[src/rtl/alu_issue_stage_pkg.sv]
// Shared definitions for the ID/EX issue stage: RV32I opcodes, ALU operation
// codes, branch encoding and the decoded control bundle.
package alu_issue_stage_pkg;

    localparam logic [6:0] OP_RTYPE  = 7'b0110011;
    localparam logic [6:0] OP_IALU   = 7'b0010011;
    localparam logic [6:0] OP_LOAD   = 7'b0000011;
    localparam logic [6:0] OP_STORE  = 7'b0100011;
    localparam logic [6:0] OP_BRANCH = 7'b1100011;
    localparam logic [6:0] OP_LUI    = 7'b0110111;
    localparam logic [6:0] OP_JAL    = 7'b1101111;

    localparam logic [6:0] F7_BASE = 7'b0000000;
    localparam logic [6:0] F7_ALT  = 7'b0100000;

    typedef enum logic [3:0] {
        ALU_PASS = 4'b0000,
        ALU_OR   = 4'b0001,
        ALU_ADD  = 4'b0010,
        ALU_SUB  = 4'b0011,
        ALU_SLT  = 4'b0100,
        ALU_XOR  = 4'b0101,
        ALU_SLL  = 4'b0110,
        ALU_AND  = 4'b0111
    } alu_op_e;

    typedef enum logic [1:0] {
        BR_NONE = 2'b00,
        BR_BEQ  = 2'b01,
        BR_BNE  = 2'b10
    } branch_e;

    typedef struct packed {
        alu_op_e alu_ctrl;
        logic    reg_write;
        logic    mem_read;
        logic    mem_write;
        branch_e branch;
        logic    illegal;
    } ctrl_t;

    localparam ctrl_t CTRL_NOP = '{
        alu_ctrl:  ALU_PASS,
        reg_write: 1'b0,
        mem_read:  1'b0,
        mem_write: 1'b0,
        branch:    BR_NONE,
        illegal:   1'b0
    };

    // funct3 map shared by R-type and I-ALU; ALU_PASS marks an unsupported funct3
    function automatic alu_op_e f3_alu_op(input logic [2:0] f3);
        case (f3)
            3'b000:  return ALU_ADD;
            3'b111:  return ALU_AND;
            3'b110:  return ALU_OR;
            3'b100:  return ALU_XOR;
            3'b010:  return ALU_SLT;
            3'b001:  return ALU_SLL;
            default: return ALU_PASS;
        endcase
    endfunction

endpackage

[src/rtl/alu_issue_stage_decoder.sv]
// Combinational RV32I decode from opcode/funct fields into the ALU control
// bundle and operand pair.
module alu_ctrl_decoder
    import alu_issue_stage_pkg::*;
#(
    parameter int unsigned DATA_W = 32,
    parameter int unsigned REG_AW = 5
) (
    input  logic [6:0]        opcode,
    input  logic [2:0]        funct3,
    input  logic [6:0]        funct7,
    input  logic [REG_AW-1:0] rd,
    input  logic [DATA_W-1:0] rs1_data,
    input  logic [DATA_W-1:0] rs2_data,
    input  logic [DATA_W-1:0] imm,
    input  logic [DATA_W-1:0] pc,
    output ctrl_t             ctrl,
    output logic [DATA_W-1:0] src0,
    output logic [DATA_W-1:0] src1,
    output logic [DATA_W-1:0] store_data,
    output logic [REG_AW-1:0] rd_issue
);

    logic    legal;
    alu_op_e f3_op;

    always_comb begin
        ctrl       = CTRL_NOP;
        src0       = rs1_data;
        src1       = rs2_data;
        store_data = rs2_data;
        rd_issue   = rd;
        legal      = 1'b0;
        f3_op      = f3_alu_op(funct3);

        case (opcode)
            OP_RTYPE: begin
                ctrl.reg_write = 1'b1;
                if (funct3 == 3'b000 && funct7 == F7_ALT) begin
                    ctrl.alu_ctrl = ALU_SUB;
                    legal         = 1'b1;
                end else if (funct7 == F7_BASE && f3_op != ALU_PASS) begin
                    ctrl.alu_ctrl = f3_op;
                    legal         = 1'b1;
                end
            end
            OP_IALU: begin
                // funct7 is immediate bits here, except for SLLI
                src1           = imm;
                ctrl.reg_write = 1'b1;
                ctrl.alu_ctrl  = f3_op;
                legal          = (f3_op != ALU_PASS) &&
                                 (funct3 != 3'b001 || funct7 == F7_BASE);
            end
            OP_LOAD: begin
                src1           = imm;
                ctrl.alu_ctrl  = ALU_ADD;
                ctrl.mem_read  = 1'b1;
                ctrl.reg_write = 1'b1;
                legal          = (funct3 == 3'b010);
            end
            OP_STORE: begin
                src1           = imm;
                ctrl.alu_ctrl  = ALU_ADD;
                ctrl.mem_write = 1'b1;
                legal          = (funct3 == 3'b010);
            end
            OP_BRANCH: begin
                ctrl.alu_ctrl = ALU_SUB;
                if (funct3 == 3'b000) begin
                    ctrl.branch = BR_BEQ;
                    legal       = 1'b1;
                end else if (funct3 == 3'b001) begin
                    ctrl.branch = BR_BNE;
                    legal       = 1'b1;
                end
            end
            OP_LUI: begin
                src1           = imm;
                ctrl.alu_ctrl  = ALU_PASS;
                ctrl.reg_write = 1'b1;
                legal          = 1'b1;
            end
            OP_JAL: begin
                src0           = pc;
                src1           = DATA_W'(4);
                ctrl.alu_ctrl  = ALU_ADD;
                ctrl.reg_write = 1'b1;
                legal          = 1'b1;
            end
            default: ;
        endcase

        if (!legal) begin
            ctrl         = CTRL_NOP;
            ctrl.illegal = 1'b1;
            rd_issue     = '0;
        end
    end

endmodule

[src/rtl/alu_issue_stage.sv]
// ID/EX issue stage: decodes the instruction and holds it in a main register
// backed by a one-entry skid register so ready_o comes straight from a flop.
module alu_issue_stage
    import alu_issue_stage_pkg::*;
#(
    parameter int unsigned DATA_W = 32,
    parameter int unsigned REG_AW = 5
) (
    input  logic              clk_i,
    input  logic              rst_i,
    input  logic              valid_i,
    output logic              ready_o,
    input  logic [6:0]        opcode_i,
    input  logic [2:0]        funct3_i,
    input  logic [6:0]        funct7_i,
    input  logic [REG_AW-1:0] rd_i,
    input  logic [DATA_W-1:0] rs1_data_i,
    input  logic [DATA_W-1:0] rs2_data_i,
    input  logic [DATA_W-1:0] imm_i,
    input  logic [DATA_W-1:0] pc_i,
    input  logic              flush_i,
    output logic              valid_o,
    input  logic              ready_i,
    output logic [3:0]        alu_ctrl_o,
    output logic [DATA_W-1:0] src0_o,
    output logic [DATA_W-1:0] src1_o,
    output logic [DATA_W-1:0] store_data_o,
    output logic [REG_AW-1:0] rd_o,
    output logic              reg_write_o,
    output logic              mem_read_o,
    output logic              mem_write_o,
    output logic [1:0]        branch_o,
    output logic              illegal_o
);

    typedef struct packed {
        ctrl_t             ctrl;
        logic [DATA_W-1:0] src0;
        logic [DATA_W-1:0] src1;
        logic [DATA_W-1:0] store_data;
        logic [REG_AW-1:0] rd;
    } bundle_t;

    bundle_t dec_q;
    bundle_t m_q;
    bundle_t s_q;
    logic    m_valid;
    logic    s_valid;
    logic    in_xfer;
    logic    out_xfer;

    alu_ctrl_decoder #(
        .DATA_W (DATA_W),
        .REG_AW (REG_AW)
    ) u_decoder (
        .opcode     (opcode_i),
        .funct3     (funct3_i),
        .funct7     (funct7_i),
        .rd         (rd_i),
        .rs1_data   (rs1_data_i),
        .rs2_data   (rs2_data_i),
        .imm        (imm_i),
        .pc         (pc_i),
        .ctrl       (dec_q.ctrl),
        .src0       (dec_q.src0),
        .src1       (dec_q.src1),
        .store_data (dec_q.store_data),
        .rd_issue   (dec_q.rd)
    );

    assign ready_o  = ~s_valid;
    assign in_xfer  = valid_i & ready_o;
    assign out_xfer = m_valid & ready_i;

    // S can only be occupied while M is; it refills M on the next drain
    always_ff @(posedge clk_i or negedge rst_i) begin
        if (!rst_i) begin
            m_valid <= 1'b0;
            s_valid <= 1'b0;
            m_q     <= '0;
            s_q     <= '0;
        end else if (flush_i) begin
            m_valid <= 1'b0;
            s_valid <= 1'b0;
        end else if (out_xfer && s_valid) begin
            m_q     <= s_q;
            s_valid <= 1'b0;
        end else if (in_xfer && (!m_valid || out_xfer)) begin
            m_q     <= dec_q;
            m_valid <= 1'b1;
        end else if (in_xfer) begin
            s_q     <= dec_q;
            s_valid <= 1'b1;
        end else if (out_xfer) begin
            m_valid <= 1'b0;
        end
    end

    assign valid_o      = m_valid;
    assign alu_ctrl_o   = m_q.ctrl.alu_ctrl;
    assign src0_o       = m_q.src0;
    assign src1_o       = m_q.src1;
    assign store_data_o = m_q.store_data;
    assign rd_o         = m_q.rd;
    // Enables are qualified so a drained bundle's stale fields cannot act
    assign reg_write_o  = m_valid & m_q.ctrl.reg_write;
    assign mem_read_o   = m_valid & m_q.ctrl.mem_read;
    assign mem_write_o  = m_valid & m_q.ctrl.mem_write;
    assign branch_o     = m_valid ? m_q.ctrl.branch : BR_NONE;
    assign illegal_o    = m_valid & m_q.ctrl.illegal;

endmodule

[config.mk]
export PLATFORM = sky130hd
export DESIGN_NAME = alu_issue_stage
export DESIGN_NICKNAME = d
export VERILOG_FILES = /design/src/rtl/alu_issue_stage_pkg.sv /design/src/rtl/alu_issue_stage_decoder.sv /design/src/rtl/alu_issue_stage.sv
export SDC_FILE = /design/constraint.sdc
export NUM_CORES = 1
export LEC_CHECK = 0
export CAP_MARGIN = 0
export CORE_MARGIN = 2
export CORE_UTILIZATION = 52
export CTS_CLUSTER_SIZE = 24
export DETAILED_ROUTE_END_ITERATION = 10
export GPL_TIMING_DRIVEN = 0
export PLACE_DENSITY_LB_ADDON = 0.2
export RECOVER_POWER = 25
export SYNTH_ARGS = -nofsm -noshare
export SYNTH_HDL_FRONTEND = slang
export SYNTH_HIERARCHICAL = 1
export SYNTH_SLANG_ARGS = --single-unit
[constraint.sdc]
create_clock -name clk_i -period 2.27 [get_ports clk_i]
set_input_delay 0.5675 -clock clk_i [delete_from_list [all_inputs] [get_ports clk_i]]
set_output_delay 0.5675 -clock clk_i [all_outputs]
set_load 0.005 [all_outputs]
==> results of run 1 <==
[kinds of logic (layout without fill, tap and decap cells)]
family | Yosys count | after routing | share of synthesized area
AO/OA/AOI/OAI | 54 | 54 | 0.0350
XOR/XNOR | 3 | 3 | 0.00213
buffers and inverters | 195 | 519 | 0.114
flip-flops | 224 | 224 | 0.455
multiplexers | 366 | 366 | 0.362
other | 1 | 1 | 0.000305
AND/OR/NAND/NOR | 59 | 60 | 0.0317
[critical path, stage by stage]
cell and delay, ns:
dlygate4sd2_1 0.36, nor3_4 0.25, nand4_1 0.25, a2111o_1 0.47, nand3_4 0.15, inv_1 0.06, mux2_2 0.25, mux2_2 0.26
[layout by cell type, fill, tap and decap left out, types with 2 or more instances in the layout]
cell type and n:
dfrtp_1 224, nor2_1 9, mux2_1 20, nand4_1 3, clkdlybuf4s50_1 242, o21ai_0 4
buf_2 7, mux2_2 248, and2_1 12, clkbuf_16 27, a211oi_1 2, clkbuf_1 6
bufinv_16 4, nor3b_1 2, dlymetal6s2s_1 9, dlygate4sd2_1 12, nor4b_1 2, clkinvlp_4 2
mux2_4 97, clkbuf_4 11, nor4_4 2, buf_8 2, and3_1 2, buf_6 20
nand3_4 4, inv_1 7, buf_12 3, nand2_1 5, nand2b_1 2, buf_4 156
a22o_1 31, clkbuf_8 7, a21oi_1 6, nor3_4 2, clkinv_2 3
[state kept, by name (all words and copies together), names as in the netlist]
register / count
s_valid: 1
valid_o: 1
s_q: 111
alu_ctrl_o: 4
src0_o: 32
rd_o: 5
m_q: 6
store_data_o: 32
src1_o: 32
[final cells by class]
type,count,area [um^2],area share
Buffer,188,1500,0.0896
Inverter,7,26.3,0.00157
Clock inverter,9,150,0.00900
Multi-Input combinational cell,484,5460,0.327
Clock buffer,37,773,0.0463
Timing Repair Buffer,278,2780,0.167
Tap cell,319,399,0.0239
Sequential cell,224,5610,0.336
[worst max-delay path by stage]
stage,startpoint,endpoint,slack (ns)
floorplan,opcode_i[4],src1_o[24],-0.02
global placement,rst_i,src1_o[20],-9.07
detailed placement,opcode_i[5],src0_o[15],-1.07
CTS,valid_o,rd_o[1],0.01
global route,valid_o,src0_o[29],-0.01
finish,opcode_i[2],m_q[101],0.06
[metal layers]
| metal | part of all wire | vias up | global-route usage | wire, um |
|---|---|---|---|---|
| met1 | 0.46 | 3907 | 0.308 | 12700 |
| li1 | - | 3705 | - | - |
| met3 | 0.050 | 37 | 0.0339 | 1410 |
| met5 | 0 | - | 0 | 0 |
| met2 | 0.47 | 223 | 0.372 | 13300 |
| met4 | 0.021 | 0 | 0.0528 | 583 |
[synthesized netlist by cell type (all sizes together), types with 2 or more instances]
cell and instances:
nor2 10, inv 7, a21oi 6, a22o 31, nor3b 4, clkbuf 7
nand2b 2, a31oi 2, nor4 3, nand3 4, and2 12, buf 181
nand4 3, a211oi 3, dfrtp 224, nor3 3, nand2 7, xnor2 2
mux2 365, and3 2, o21ai 4, nor4b 2
[power groups by stage]
stage | Clock [mW] | Sequential (mW) | Combinational, mW
2_1_floorplan | 0 | 5.31 | 2.16
3_3_place_gp | 0 | 5.43 | 3.58
3_5_place_dp | 0 | 5.45 | 3.65
4_1_cts | 4.55 | 5.41 | 3.68
5_1_grt | 4.70 | 5.52 | 3.92
6_report | 4.44 | 5.41 | 3.65
[through the flow]
stage / hold WS (ns) / setup slack, ns / cells
final: 0.403 / 0.0585 / 1546
after floorplan: 0.272 / -0.0198 / 902
after detailed placement: 0.490 / -1.07 / 1487
after global placement: 0.483 / -9.07 / 1486
after global routing: 0.508 / -0.0109 / 1546
after CTS: 0.129 / 0.0140 / 1543
[timing repair]
action                     CTS  global route
pin swaps                    2             9
cloned                       0             1
setup endpoints to repair  178            94
buffers inserted            10             2
gates resized for setup     32            29
==> impl_metrics.yaml, run 1 <==
synthesis:
  synth_warnings: 6
  async_flop_share: 1.00
  syn_area_mm2: 0.0123
  post_synth_num_cell_types: 51
  ys_seq_elements: 224
  avgSynthCellArea_um2: 13.7
  yosysTopAreaCellShare: 0.455
  netlist.top_cell.by_area: "dfrtp_1"
  synthCells: 902
  synth-seq-area-share: 0.455
  synth-main-ff-cell: "dfrtp_1"
  synth_nets: 1057
  netlist_top_cells_area: "dfrtp_1 (46%), mux2_2 (23%), mux2_4 (11%)"
  synth_edf_count: 0
timing:
  fin_skew_ns: 0.0145
  hold_viol: 0
  timing.final.crit_share: 0.974
  setup_tns_ns: 0
  fmax_ghz: 0.452
  setup_viol: 0
  rsz0062_at_grt: "yes"
  worst_pin_slew_ns: 1.48
  timing.final.crit_period_ns: 2.21
  slew_violations: 0
  max_slew_margin: 0.0129
global_route:
  grt_remaining_overflow: 0
  grt_antenna_before_repair: 0
  grt_max_degree: 120
  grt_pass1_wl_um: 43600
  grtUsageTotal: 0.223
  first_global_vias: 8159
route:
  drt_drc_violations_left: 0
  drt-initial-drc-count: 344
  vias: 7872
  dr.pass1.iters: 4
  vias_per_cell: 5.09
  drt-total-wl_um: 28000
  route.antenna.remaining_nets: 0
  wl_per_cell_um: 18.1
cells_and_area:
  drive_gt1_frac: 0.496
  post-route-util: 0.715
  layout.nets: 1364
  design_area_mm2: 0.0167
  syn_to_final_growth_pct: 35.5
  diodes: 0
  n_fill_cell: 1667
pwr:
  irDropWorstVdd_mv: 0.535
  p_total_mw: 13.5
  sw_frac_of_total: 0.231
  cellInternalPower_mw: 10.4
  seqPwrFrac: 0.401
  p_leak_nw: 7.83
  comb_power_share: 0.270
  p_clk_frac: 0.329
  p_switching_mw: 3.12
  p_per_area_mw_per_mm2: 809
place:
  place_congestion: 0.836
  dpl.hpwl_um: 19100
  dpl_cell_area_mm2: 0.0155
  port_buffers: 265
setup_path:
  cp.required_ns: 2.68
  crit_arrival_ns: 2.62
  rr_worst_depth: 7
  cp-end-kind: "flip-flop"
  setup.worst_path.class: "in -> reg"
  crit_path_start_kind: "input port"
  r2r_start: "valid_o"
  r2r_setup_slack_ns: 0.07
  cp_max_fo: 7
  r2r-end: "store_data_o[31]"
clocking:
  cts_made_buffers: 26
  hold_buffers: 0
  clockRootBuffer: "clkbuf_16"
  clk_latency_ns: 0.52
  clock_sink_count: 224
  path_clk_slew_ns: 0.06
  cts_max_level: 1
  cts_tree: "built"
  clock_path_buffers: 3
die:
  start_util: 0.528
  die_area_mm2: 0.0249
  fp.dieH_um: 158
  coreArea_mm2: 0.0233
  die_x_um: 158
  ios: 268
  num_rows: 56
hold_path:
  min-delay-path-class: "in -> async"
status:
  outcome: "finished, final reports clean"
flow_run:
  maxCapViolCount: 0
Note: power is estimated with default switching activity, not from simulation.
==> inputs of run 2 (changes only) <==
CTS_CLUSTER_DIAMETER = 120   (was not set)
RECOVER_POWER = 100   (was 25)
==> run 2 against run 1 <==
  * Critical path type unchanged
  * Utilization fell by 2.7 points
  * Power fell by 17%
  * Clock power decreased by 46%
  * Final cell count decreased by 1.9%
  * First-iteration DRC count rose by 7.8%
  * Cell area fell by 3.8%
  * The flow now finishes with violations (setup timing)
  * Clock-buffer cell count is 24 lower
  * Combinational power shrank 6.6%
==> impl_metrics.yaml, run 2 (synthesis gave the netlist of run 1 again) <==
cells_and_area:
  design_area_mm2: 0.0161
  regMostFlops: "s_q"
  drive_gt1_frac: 0.480
  syn_to_final_growth_pct: 30.4
  layout.nets: 1353
  mostFrequentLayoutCells: "mux2_2 (249), dfrtp_1 (224), buf_4 (162)"
  largest_reg_flops: 111
  diodes: 0
  stdcell_count: 1516
  n_fill_cell: 1733
  mostFrequentLayoutCell: "mux2_2"
route:
  drt-total-wl_um: 27700
  drt-initial-drc-count: 371
  wl_per_cell_um: 18.3
  vias: 7813
  drt_drc_violations_left: 0
  vias_per_cell: 5.15
  route.antenna.remaining_nets: 0
  dr.pass1.iters: 5
die:
  start_util: 0.528
  coreArea_mm2: 0.0233
  ios: 268
  num_rows: 56
  fp.dieH_um: 158
  die_area_mm2: 0.0249
  die_x_um: 158
place:
  dpl_cell_area_mm2: 0.0155
  port_buffers: 265
  placedCellCount: 1487
  place_congestion: 0.836
  dpl.hpwl_um: 19100
pwr:
  p_per_area_mw_per_mm2: 696
  irDropWorstVdd_mv: 0.558
  p_total_mw: 11.2
  p_switching_mw: 2.78
  p_clk_frac: 0.213
  sw_frac_of_total: 0.249
  comb_power_share: 0.305
  cellInternalPower_mw: 8.39
  p_leak_nw: 7.54
  seqPwrFrac: 0.482
clocking:
  path_clk_slew_ns: 0.10
  clockRootBuffer: "clkbuf_16"
  clock_path_buffers: 3
  cts_tree: "built"
  cts_made_buffers: 13
  clock_sink_count: 224
  clk_latency_ns: 0.48
  hold_buffers: 0
  cts_max_level: 1
setup_path:
  crit_path_start_kind: "input port"
  cp_max_fo: 7
  crit_arrival_ns: 2.67
  cp-end-kind: "flip-flop"
  cp.required_ns: 2.64
  setup.worst_path.class: "in -> reg"
timing:
  worst_pin_slew_ns: 1.48
  max_slew_margin: 0.0142
  whs_ns: 0.433
  timing.final.crit_share: 1.01
  rsz0062_at_grt: "yes"
  layout_setup_ws_ns: -0.0284
  hold_viol: 0
  fmax_ghz: 0.435
  timing.final.crit_period_ns: 2.30
  setup_viol: 1
  slew_violations: 0
  fin_skew_ns: 0.0161
global_route:
  grt_max_degree: 120
  grt_pass1_wl_um: 42500
  grt_antenna_before_repair: 0
  grtUsageTotal: 0.218
  grt_remaining_overflow: 0
  first_global_vias: 7917
status:
  violations: "setup timing"
  outcome: "complete, but fails checks"
hold_path:
  min-delay-path-class: "in -> async"
flow_run:
  maxCapViolCount: 0
-- run 2: critical path, cell delays in order --
cell and delay (ns):
dlygate4sd2_1 0.37, nor3_4 0.25, nand4_1 0.25, a2111o_1 0.48, nand3_4 0.17, inv_1 0.06, mux2_2 0.26, mux2_2 0.26
-- run 2: metrics by stage --
stage	utilization	setup slack (ns)	setup TNS, ns
after floorplan	-	-0.0198	-0.672
after global placement	0.664	-9.07	-2181.31
final	0.688	-0.0284	-0.0284
after detailed placement	0.665	-1.07	-153.62
after CTS	0.685	-0.00597	-0.00597
after global routing	0.688	-0.0805	-0.265
-- run 2: worst paths after layout --
check | startpoint | to | slack [ns] | cells past startpoint
max in group asynchronous | rst_i | src1_o[19] | 0.48 | 2
min in group clk_i | s_q[19] | s_q[19] | 0.50 | 1
max | opcode_i[2] | m_q[101] | -0.03 | 8
max reg2reg | valid_o | src1_o[13] | 0.10 | 6
min reg2reg | s_q[19] | s_q[19] | 0.50 | 1
min | rst_i | src0_o[27] | 0.43 | 1
-- run 2: power by group through the flow --
stage	Combinational (mW)	Sequential, mW	Clock, mW
floorplan	2.16	5.31	0
global placement	3.58	5.43	0
detailed placement	3.65	5.45	0
CTS	3.67	5.39	2.45
global route	3.69	5.50	2.57
finish	3.41	5.39	2.38
-- run 2: final cells by class --
cell class                 instances  area (um^2)  area share
clock inverter                     1         16.3     0.00101
buffer                           188         1450      0.0904
multi-input combinational        484         5430       0.338
tap                              319          399      0.0249
inverter                           7         26.3     0.00164
timing repair buffer             280         2800       0.174
clock buffer                      13          325      0.0203
sequential                       224         5610       0.349
-- run 2: routing by layer --
metal  vias to the layer above  global-route usage  routed length [um]
met3                        36              0.0304                1450
met4                         0              0.0420                 480
li1                       3668                   -                   -
met5                         -                   0                   0
met1                      3886               0.310               12800
met2                       223               0.360               13000
-- run 2: what timing repair did --
| item | CTS | global route |
|---|---|---|
| pin swaps | 4 | 8 |
| gates cloned | 0 | 1 |
| gates resized for setup | 27 | 29 |
| setup buffers | 10 | 4 |
| setup endpoints to repair | 181 | 106 |
==> inputs of run 3 (changes only) <==
GPL_TIMING_DRIVEN = not set   (was 0)
SKIP_LAST_GASP = 1   (was not set)
==> run 3 against run 2 <==
  * Clock skew decreased by 0.0029 ns
  * Sequential share of layout area increased by 2.7 points
  * Critical path depth decreased by 1
  * Clock-buffer cell count unchanged
  * Hold slack improved by 0.064 ns
  * Via count decreased by 6.4%
  * Power decreased by 8.3%
  * The run now ends clean
  * Sequential power about the same
==> impl_metrics.yaml, run 3 (synthesis gave the netlist of run 1 again) <==
route:
  vias_per_cell: 5.25
  dr.pass1.iters: 4
  wl_per_cell_um: 18.8
  route.antenna.remaining_nets: 0
  drt_drc_violations_left: 0
  drt-initial-drc-count: 269
  vias: 7311
  drt-total-wl_um: 26100
hold_path:
  holdPathEnd: "s_q[56]"
  min-delay-path-class: "reg -> reg"
  hold_path_depth: 1
  hp-start: "s_q[56]"
clocking:
  cts_max_level: 1
  path_clk_slew_ns: 0.09
  clk_latency_ns: 0.46
  clockRootBuffer: "clkbuf_16"
  cts_tree: "built"
  clock_sink_count: 224
  clock_path_buffers: 3
  cts_made_buffers: 13
cells_and_area:
  design_area_mm2: 0.0149
  regMostFlops: "s_q"
  n_fill_cell: 1851
  diodes: 0
  layout.nets: 1230
  mostFrequentLayoutCells: "mux2_2 (244), dfrtp_1 (223), clkdlybuf4s50_1 (141)"
  mostFrequentLayoutCell: "mux2_2"
  drive_gt1_frac: 0.342
  syn_to_final_growth_pct: 21.1
  largest_reg_flops: 111
timing:
  rsz0062_at_grt: "no"
  whs_ns: 0.497
  timing.final.crit_period_ns: 2.21
  timing.final.crit_share: 0.975
  hold_viol: 0
  max_slew_margin: 0.138
  setup_tns_ns: 0
  slew_violations: 0
  fmax_ghz: 0.452
  setup_viol: 0
  worst_pin_slew_ns: 1.29
  fin_skew_ns: 0.0132
  layout_setup_ws_ns: 0.0572
setup_path:
  path_delay_family: "multiplexers"
  slowest_stage: "bufbuf_16"
  crit_buf_inv: 3
  cpPeakStageDelay_ns: 0.38
  r2r_start: "s_valid"
  cp-startpoint: "opcode_i[4]"
  cp.required_ns: 2.63
  rr_worst_depth: 5
  crit_path_start_kind: "input port"
  crit_path_frequent_cell: "mux2_2"
  cp.depth: 7
  setup.worst_path.class: "in -> reg"
  path_cells: "dlygate4sd2_1 > buf_6 > nor3_4 > bufbuf_16 > mux2_1 > mux2_2 > mux2_2"
  crit_arrival_ns: 2.57
  cp-end-kind: "flip-flop"
  r2r-end: "alu_ctrl_o[1]"
  cp_max_fo: 15
  r2r_setup_slack_ns: 0.19
die:
  die_x_um: 158
  start_util: 0.528
  coreArea_mm2: 0.0233
  num_rows: 56
  die_area_mm2: 0.0249
  ios: 268
  fp.dieH_um: 158
global_route:
  grtUsageTotal: 0.211
  grt_max_degree: 54
  grt_pass1_wl_um: 41500
  grt_antenna_before_repair: 0
  first_global_vias: 7713
  grt_remaining_overflow: 0
place:
  pre_cts_ws_ns: -0.702
  port_buffers: 267
  place_congestion: 0.817
  dpl_cell_area_mm2: 0.0148
  dpl.hpwl_um: 18000
pwr:
  p_leak_nw: 6.56
  irDropWorstVdd_mv: 0.435
  p_per_area_mw_per_mm2: 687
flow_run:
  maxCapViolCount: 0
status:
  outcome: "finished, final reports clean"
[run 3: cell type report]
| cell class | instances | area (um^2) | share of cell area |
|---|---|---|---|
| Timing Repair Buffer | 345 | 3430 | 0.230 |
| Clock buffer | 13 | 325 | 0.0218 |
| Sequential cell | 224 | 5610 | 0.376 |
| Tap cell | 319 | 399 | 0.0268 |
| Clock inverter | 1 | 16.3 | 0.00109 |
| Inverter | 7 | 26.3 | 0.00176 |
| Multi-Input combinational cell | 484 | 5110 | 0.343 |
[run 3: worst max-delay path by stage]
stage                     to  slack, ns
6_report          src0_o[26]       0.06
5_1_grt           src1_o[21]      0.009
4_1_cts              rd_o[1]       0.01
3_5_place_dp      src1_o[11]      -0.70
3_3_place_gp   alu_ctrl_o[0]      -0.65
2_1_floorplan     src1_o[24]      -0.02
[run 3: per-layer routing]
metal,track usage,up-vias,wire [um]
met5,0,-,0
met2,0.348,188,12400
met1,0.293,3674,11800
li1,-,3414,-
met4,0.0502,0,558
met3,0.0337,35,1350
[run 3: timing repair]
item,4_1_cts,5_1_grt
endpoints found under the setup margin,104,54
gates cloned,2,0
buffers inserted,4,0
hold buffers,1,0
pin swaps,6,5
endpoints found under the hold margin,4,0
gates resized for setup,27,13
[run 3: worst reg2reg max path: stages, from the launching register on]
cell      delay [ns]
dfrtp_1         0.45
or2_2           0.31
a211oi_1        0.31
clkbuf_2        0.33
buf_12          0.21
mux2_2          0.35
[run 3: power by group]
group,leakage (nW),total (mW),internal [mW],switching [mW]
Clock,0.167,2.34,1.05,1.29
Sequential,2.74,5.37,4.91,0.463
Combinational,3.65,2.54,1.67,0.867
[run 3: metrics by stage]
stage,cells,util,total power [mW]
6_report,1393,0.639,10.2
5_1_grt,1393,0.639,10.8
4_1_cts,1393,0.657,11.0
3_5_place_dp,1372,0.636,8.55
3_3_place_gp,1372,0.636,8.45
2_1_floorplan,902,-,7.47
